$ cat config.mk
export PLATFORM = sky130hd
export DESIGN_NAME = bcd_display_ctrl
export DESIGN_NICKNAME = d
export VERILOG_FILES = /design/src/rtl/display_pkg.sv /design/src/rtl/refresh_tick.sv /design/src/rtl/bcd_display_ctrl.sv
export SDC_FILE = /design/constraint.sdc
export NUM_CORES = 1
export LEC_CHECK = 0
export CAP_MARGIN = 20
export CORE_MARGIN = 1
export CORE_UTILIZATION = 45
export DETAILED_ROUTE_END_ITERATION = 10
export GPL_ROUTABILITY_DRIVEN = 0
export MAX_ROUTING_LAYER = met4
export PLACE_DENSITY = 0.65
export REMOVE_ABC_BUFFERS = 1
export SYNTH_ARGS = -nofsm -noshare
export SYNTH_HDL_FRONTEND = slang
export SYNTH_SLANG_ARGS = --single-unit
$ cat constraint.sdc
create_clock -name i_Clk -period 7.7 [get_ports i_Clk]
set_clock_uncertainty 0.1 [all_clocks]
set_input_delay 1.54 -clock i_Clk [delete_from_list [all_inputs] [get_ports i_Clk]]
set_output_delay 1.54 -clock i_Clk [all_outputs]
set_load 0.01 [all_outputs]
$ cat src/rtl/display_pkg.sv
// Shared types and constants for the BCD display sequencer.
// The saturation threshold comes from pow10() so DIGITS can be retuned in one place.
package display_pkg;

    localparam int DIGITS_DEF = 6;
    localparam int BCD_W      = 4 * DIGITS_DEF;

    typedef enum logic [1:0] {
        IDLE,
        SHIFT,
        SAT,
        DONE
    } state_e;

    function automatic logic [63:0] pow10(input int n);
        logic [63:0] r;
        r = 64'd1;
        for (int k = 0; k < n; k++) begin
            r = r * 64'd10;
        end
        return r;
    endfunction

endpackage

$ cat src/rtl/refresh_tick.sv
// Free-running refresh slot counter; o_Tick marks the wrap cycle of each slot.
module refresh_tick #(
    parameter int REFRESH_CYC = 5_000_000
) (
    input  logic i_Clk,
    input  logic i_Rst,
    output logic o_Tick
);

    localparam int CW = $clog2(REFRESH_CYC);

    logic [CW-1:0] cnt_q;
    logic          wrap;

    assign wrap   = (cnt_q == CW'(REFRESH_CYC - 1));
    assign o_Tick = wrap;

    always_ff @(posedge i_Clk) begin
        if (i_Rst) begin
            cnt_q <= '0;
        end else if (wrap) begin
            cnt_q <= '0;
        end else begin
            cnt_q <= cnt_q + 1'b1;
        end
    end

endmodule

$ cat src/rtl/bcd_display_ctrl.sv
// Captures the newest binary value and converts it to BCD with a serial double-dabble
// engine, publishing the digits at most once per refresh slot (or on a forced request).
module bcd_display_ctrl
    import display_pkg::*;
#(
    parameter int IN_W        = 33,
    parameter int DIGITS      = DIGITS_DEF,
    parameter int REFRESH_CYC = 5_000_000
) (
    input  logic                  i_Clk,
    input  logic                  i_Rst,
    input  logic                  i_Valid,
    input  logic [IN_W-1:0]       i_Num,
    input  logic                  i_Force,
    output logic [4*DIGITS-1:0]   o_Digits,
    output logic                  o_Ovf,
    output logic                  o_Update,
    output logic                  o_Busy
);

    localparam int          NB_W   = 4 * DIGITS;
    localparam int          IW     = $clog2(IN_W + 1);
    localparam logic [63:0] SAT_TH = pow10(DIGITS);

    state_e                 state_q, state_d;
    logic [IN_W-1:0]        hold_q;
    logic                   pending_q, force_q;
    logic [IN_W-1:0]        shift_q, shift_d;
    logic [NB_W-1:0]        bcd_q, bcd_d, bcd_adj;
    logic                   ovf_q, ovf_d;
    logic [IW-1:0]          iter_q, iter_d;
    logic [NB_W-1:0]        digits_q;
    logic                   ovf_out_q;
    logic                   tick, start, sat;
    logic [NB_W+IN_W-1:0]   dd_shifted;

    refresh_tick #(.REFRESH_CYC(REFRESH_CYC)) u_tick (
        .i_Clk  (i_Clk),
        .i_Rst  (i_Rst),
        .o_Tick (tick)
    );

    assign start = (state_q == IDLE) && (tick || force_q) && pending_q;
    assign sat   = (64'(hold_q) >= SAT_TH);

    generate
        for (genvar gi = 0; gi < DIGITS; gi++) begin : g_adj
            assign bcd_adj[gi*4 +: 4] = (bcd_q[gi*4 +: 4] >= 4'd5) ?
                                        bcd_q[gi*4 +: 4] + 4'd3 : bcd_q[gi*4 +: 4];
        end
    endgenerate

    assign dd_shifted = {bcd_adj, shift_q} << 1;

    // Capture is independent of FSM state; a new value in the start cycle re-arms pending.
    always_ff @(posedge i_Clk) begin
        if (i_Rst) begin
            hold_q    <= '0;
            pending_q <= 1'b0;
            force_q   <= 1'b0;
        end else begin
            if (i_Valid) begin
                hold_q <= i_Num;
            end
            if (i_Valid) begin
                pending_q <= 1'b1;
            end else if (start) begin
                pending_q <= 1'b0;
            end
            if (i_Force) begin
                force_q <= 1'b1;
            end else if (start) begin
                force_q <= 1'b0;
            end
        end
    end

    always_ff @(posedge i_Clk) begin
        if (i_Rst) begin
            state_q   <= IDLE;
            shift_q   <= '0;
            bcd_q     <= '0;
            ovf_q     <= 1'b0;
            iter_q    <= '0;
            digits_q  <= '0;
            ovf_out_q <= 1'b0;
        end else begin
            state_q <= state_d;
            shift_q <= shift_d;
            bcd_q   <= bcd_d;
            ovf_q   <= ovf_d;
            iter_q  <= iter_d;
            if (state_q == DONE) begin
                digits_q  <= bcd_q;
                ovf_out_q <= ovf_q;
            end
        end
    end

    always_comb begin
        state_d = state_q;
        case (state_q)
            IDLE:    if (start) state_d = sat ? SAT : SHIFT;
            SHIFT:   if (iter_q == '0) state_d = DONE;
            SAT:     state_d = DONE;
            DONE:    state_d = IDLE;
            default: state_d = IDLE;
        endcase
    end

    always_comb begin
        shift_d = shift_q;
        bcd_d   = bcd_q;
        ovf_d   = ovf_q;
        iter_d  = iter_q;
        case (state_q)
            IDLE: begin
                if (start) begin
                    shift_d = hold_q;
                    if (!sat) begin
                        bcd_d  = '0;
                        ovf_d  = 1'b0;
                        iter_d = IW'(IN_W - 1);
                    end
                end
            end
            SHIFT: begin
                {bcd_d, shift_d} = dd_shifted;
                iter_d           = iter_q - 1'b1;
            end
            SAT: begin
                for (int k = 0; k < DIGITS; k++) begin
                    bcd_d[k*4 +: 4] = 4'd9;
                end
                ovf_d = 1'b1;
            end
            default: ;
        endcase
    end

    always_comb begin
        o_Update = (state_q == DONE);
        o_Busy   = (state_q != IDLE);
    end

    assign o_Digits = digits_q;
    assign o_Ovf    = ovf_out_q;

endmodule

==> impl_metrics.ini <==
[timing]
setup_viol = 0
maxSlewViolCount = 0
fin_crit_sh_pct = 49.91
rsz0062_at_grt = false
max_freq_mhz = 260.2
post-route-min-period_ps = 3843
hold_viol_final = 0
worstMarginPinSlew_ps = 1037
fin_tns_setup_ps = 0
slew_headroom_pct = 30.64

[layout]
nets = 848
nFillCells = 1296
drive_above_1_share_pct = 6.211
diodes = 0
ff_latch_area_mm2 = 0.002983
fin_area_mm2 = 0.008173
area_delta_synth_final_pct = 19.94
multi_input_area_mm2 = 0.003548

[clock_network]
clk_latency_ps = 430
clk_pin_slew_ps = 60
cts_root_buf = clkbuf_16
post_cts_buffers = 0
clkSinkCount = 149
clockBufferDepth = 2
tritoncts = done
cts_resized = 0
cts_made_buffers = 17
htree_levels = 4
holdBufCountCts = 0

[yosys]
synth.top_cell.area_share_pct = 43.78
postSynthAreaPerCell_um2 = 9.061
yosys.cell_types.count = 52
synthFlopType = dfxtp_1
yosys_warnings = 0
synth_seq_cells = 149
yosysSeqAreaShare_pct = 43.78
synth-async-reset-ratio_pct = 0
synth_cells = 752
synth_top_area_cell = dfxtp_1
syn_area_mm2 = 0.006814
synth_area_leaders = dfxtp_1 44%, mux2i_1 14%, nor2_1 7.4%
synth_edf_count = 0

[setup_path]
cp_data_required_time_ps = 6060
critPathCaptureType = output pin
crit_type = reg -> out
critPathMaxFanout = 52
cp.arrival_ps = 2200
startpoint_type = register

[routing]
routed_via_density = 5.540
dr.pass1.iters = 6
first_iter_violations = 409
post-route-drc-count = 0
routed_wl_mm = 14.79
ant_nets = 0
vias = 5479
wl_per_cell_um = 14.95

[min_path]
hp-class = reg -> reg

[grt]
grt_pass1_vias = 5308
grt_max_degree = 80
grt_pass1_wl_mm = 24.86
globalRouteOverflowTotal = 0
antenna_found_initial = 0
grt_usage_pct = 20.12

[place]
portBuffers = 63
hpwl_mm = 9.705
place_area_mm2 = 0.007520

[floorplanning]
ios = 64
dieArea_mm2 = 0.01564
dieHeight_um = 125.1
core_mm2 = 0.01464
rows = 44
die_w_um = 125.1
floorplan.initialDensity_pct = 46.53

[pwr]
cellPowerDensity_mw_per_mm2 = 287.3
p_leak_uw = 0.002956
ir_drop_uv = 200.2

[job]
cap_violations = 0

[outcome]
status = finished, final reports clean
==> synth_stat cells (all sizes together) (6+ instances only) <==
| cell | n |
|---|---|
| o41ai | 6 |
| dfxtp | 149 |
| a21oi | 30 |
| inv | 28 |
| nand3 | 8 |
| mux2i | 92 |
| nor4 | 10 |
| xor2 | 17 |
| o21ai | 26 |
| nor3 | 11 |
| clkbuf | 30 |
| nand2b | 7 |
| a211oi | 42 |
| nor2 | 134 |
| nand4 | 18 |
| xnor2 | 14 |
| and3 | 8 |
| nand2 | 37 |
| buf | 17 |
| ha | 19 |
==> registers in the layout, summed over array words and instances (netlist names) <==
register and cells:
hold_q 33, u_tick.cnt_q 23, iter_q 6, shift_q 33, o_Ovf 1, pending_q 1
o_Digits 24, ovf_q 1, bcd_q 24, force_q 1, state_q 2
==> worst max-delay path: stages, from the launching register on <==
cell             delay [ps]
dfxtp_1                 390
ha_2                    180
buf_4                   520
clkdlybuf4s50_1         660
==> metrics by stage <==
stage	setup slack, ps	total power, µW	hold WS, ps	std cells	utilization (%)
after floorplan	3920	1310	317.5	705	-
after global placement	4326	1451	324.9	956	51.35
after detailed placement	4231	1474	368.6	956	51.35
after CTS	3831	2362	384.8	988	55.67
after global routing	3751	2470	414.1	989	55.81
final	3857	2348	391.3	989	55.81
==> metal layers <==
layer	vias up	GRT usage [%]	routed length, µm
met4	0	8.465	265
met2	94	32.99	7050
met5	-	-	0
met3	23	4.707	462
li1	2752	-	-
met1	2610	23.63	7011
==> cell families (layout without fill, tap and decap cells) <==
logic type	count (synthesis)	after routing	synth area share, %
DFF	149	149	43.78
xor gates and xnor gates	31	31	3.985
adders and majority gates	19	19	3.489
buffers and inverters	75	128	4.223
muxes	93	93	13.68
and+or+nand+nor	252	252	17.41
AOI/OAI and AO/OA	133	133	13.44
==> final cells by class <==
cell class	count	area share, %
Clock buffer	20	5.588
Sequential cell	149	36.50
Inverter	28	1.286
Tap cell	184	2.817
Clock inverter	12	2.159
Timing Repair Buffer	68	8.236
Multi-Input combinational cell	528	43.42
==> path summary, 6_finish.rpt <==
kind	end	cells after the start	slack, ps	from
setup / recovery	o_Update	3	3860	state_q[0]
hold / removal	u_tick.cnt_q[0]	1	390	u_tick.cnt_q[0]
hold reg to reg	u_tick.cnt_q[0]	1	390	u_tick.cnt_q[0]
setup reg to reg	bcd_q[22]	6	4560	hold_q[23]
==> where the power goes <==
part	switching, µW	leakage, µW	internal (µW)	total, µW
Clock	320	0.000295	559	879
Sequential	61.0	0.00121	850	911
Combinational	338	0.00145	220	558
Total	720	0.00296	1630	2350
==> placed cells by master (no fill, tap or decap), drive strengths merged, types with 5 or more instances in the layout <==
master / synthesis / layout
ha: 19 / 19
nand4: 18 / 18
xnor2: 14 / 14
a211oi: 42 / 42
inv: 28 / 29
nor4: 10 / 10
clkbuf: 30 / 20
nand2: 37 / 37
buf: 17 / 7
nand2b: 7 / 7
dfxtp: 149 / 149
and3: 8 / 8
xor2: 17 / 17
mux2i: 92 / 92
a21oi: 30 / 30
o21ai: 26 / 26
o31ai: 5 / 5
clkdlybuf4s50: 0 / 61
clkinvlp: 0 / 5
or4: 5 / 5
nand3: 8 / 8
nor3: 11 / 11
nor2: 134 / 134
o41ai: 6 / 6
Note: power is estimated with default switching activity, not from simulation.
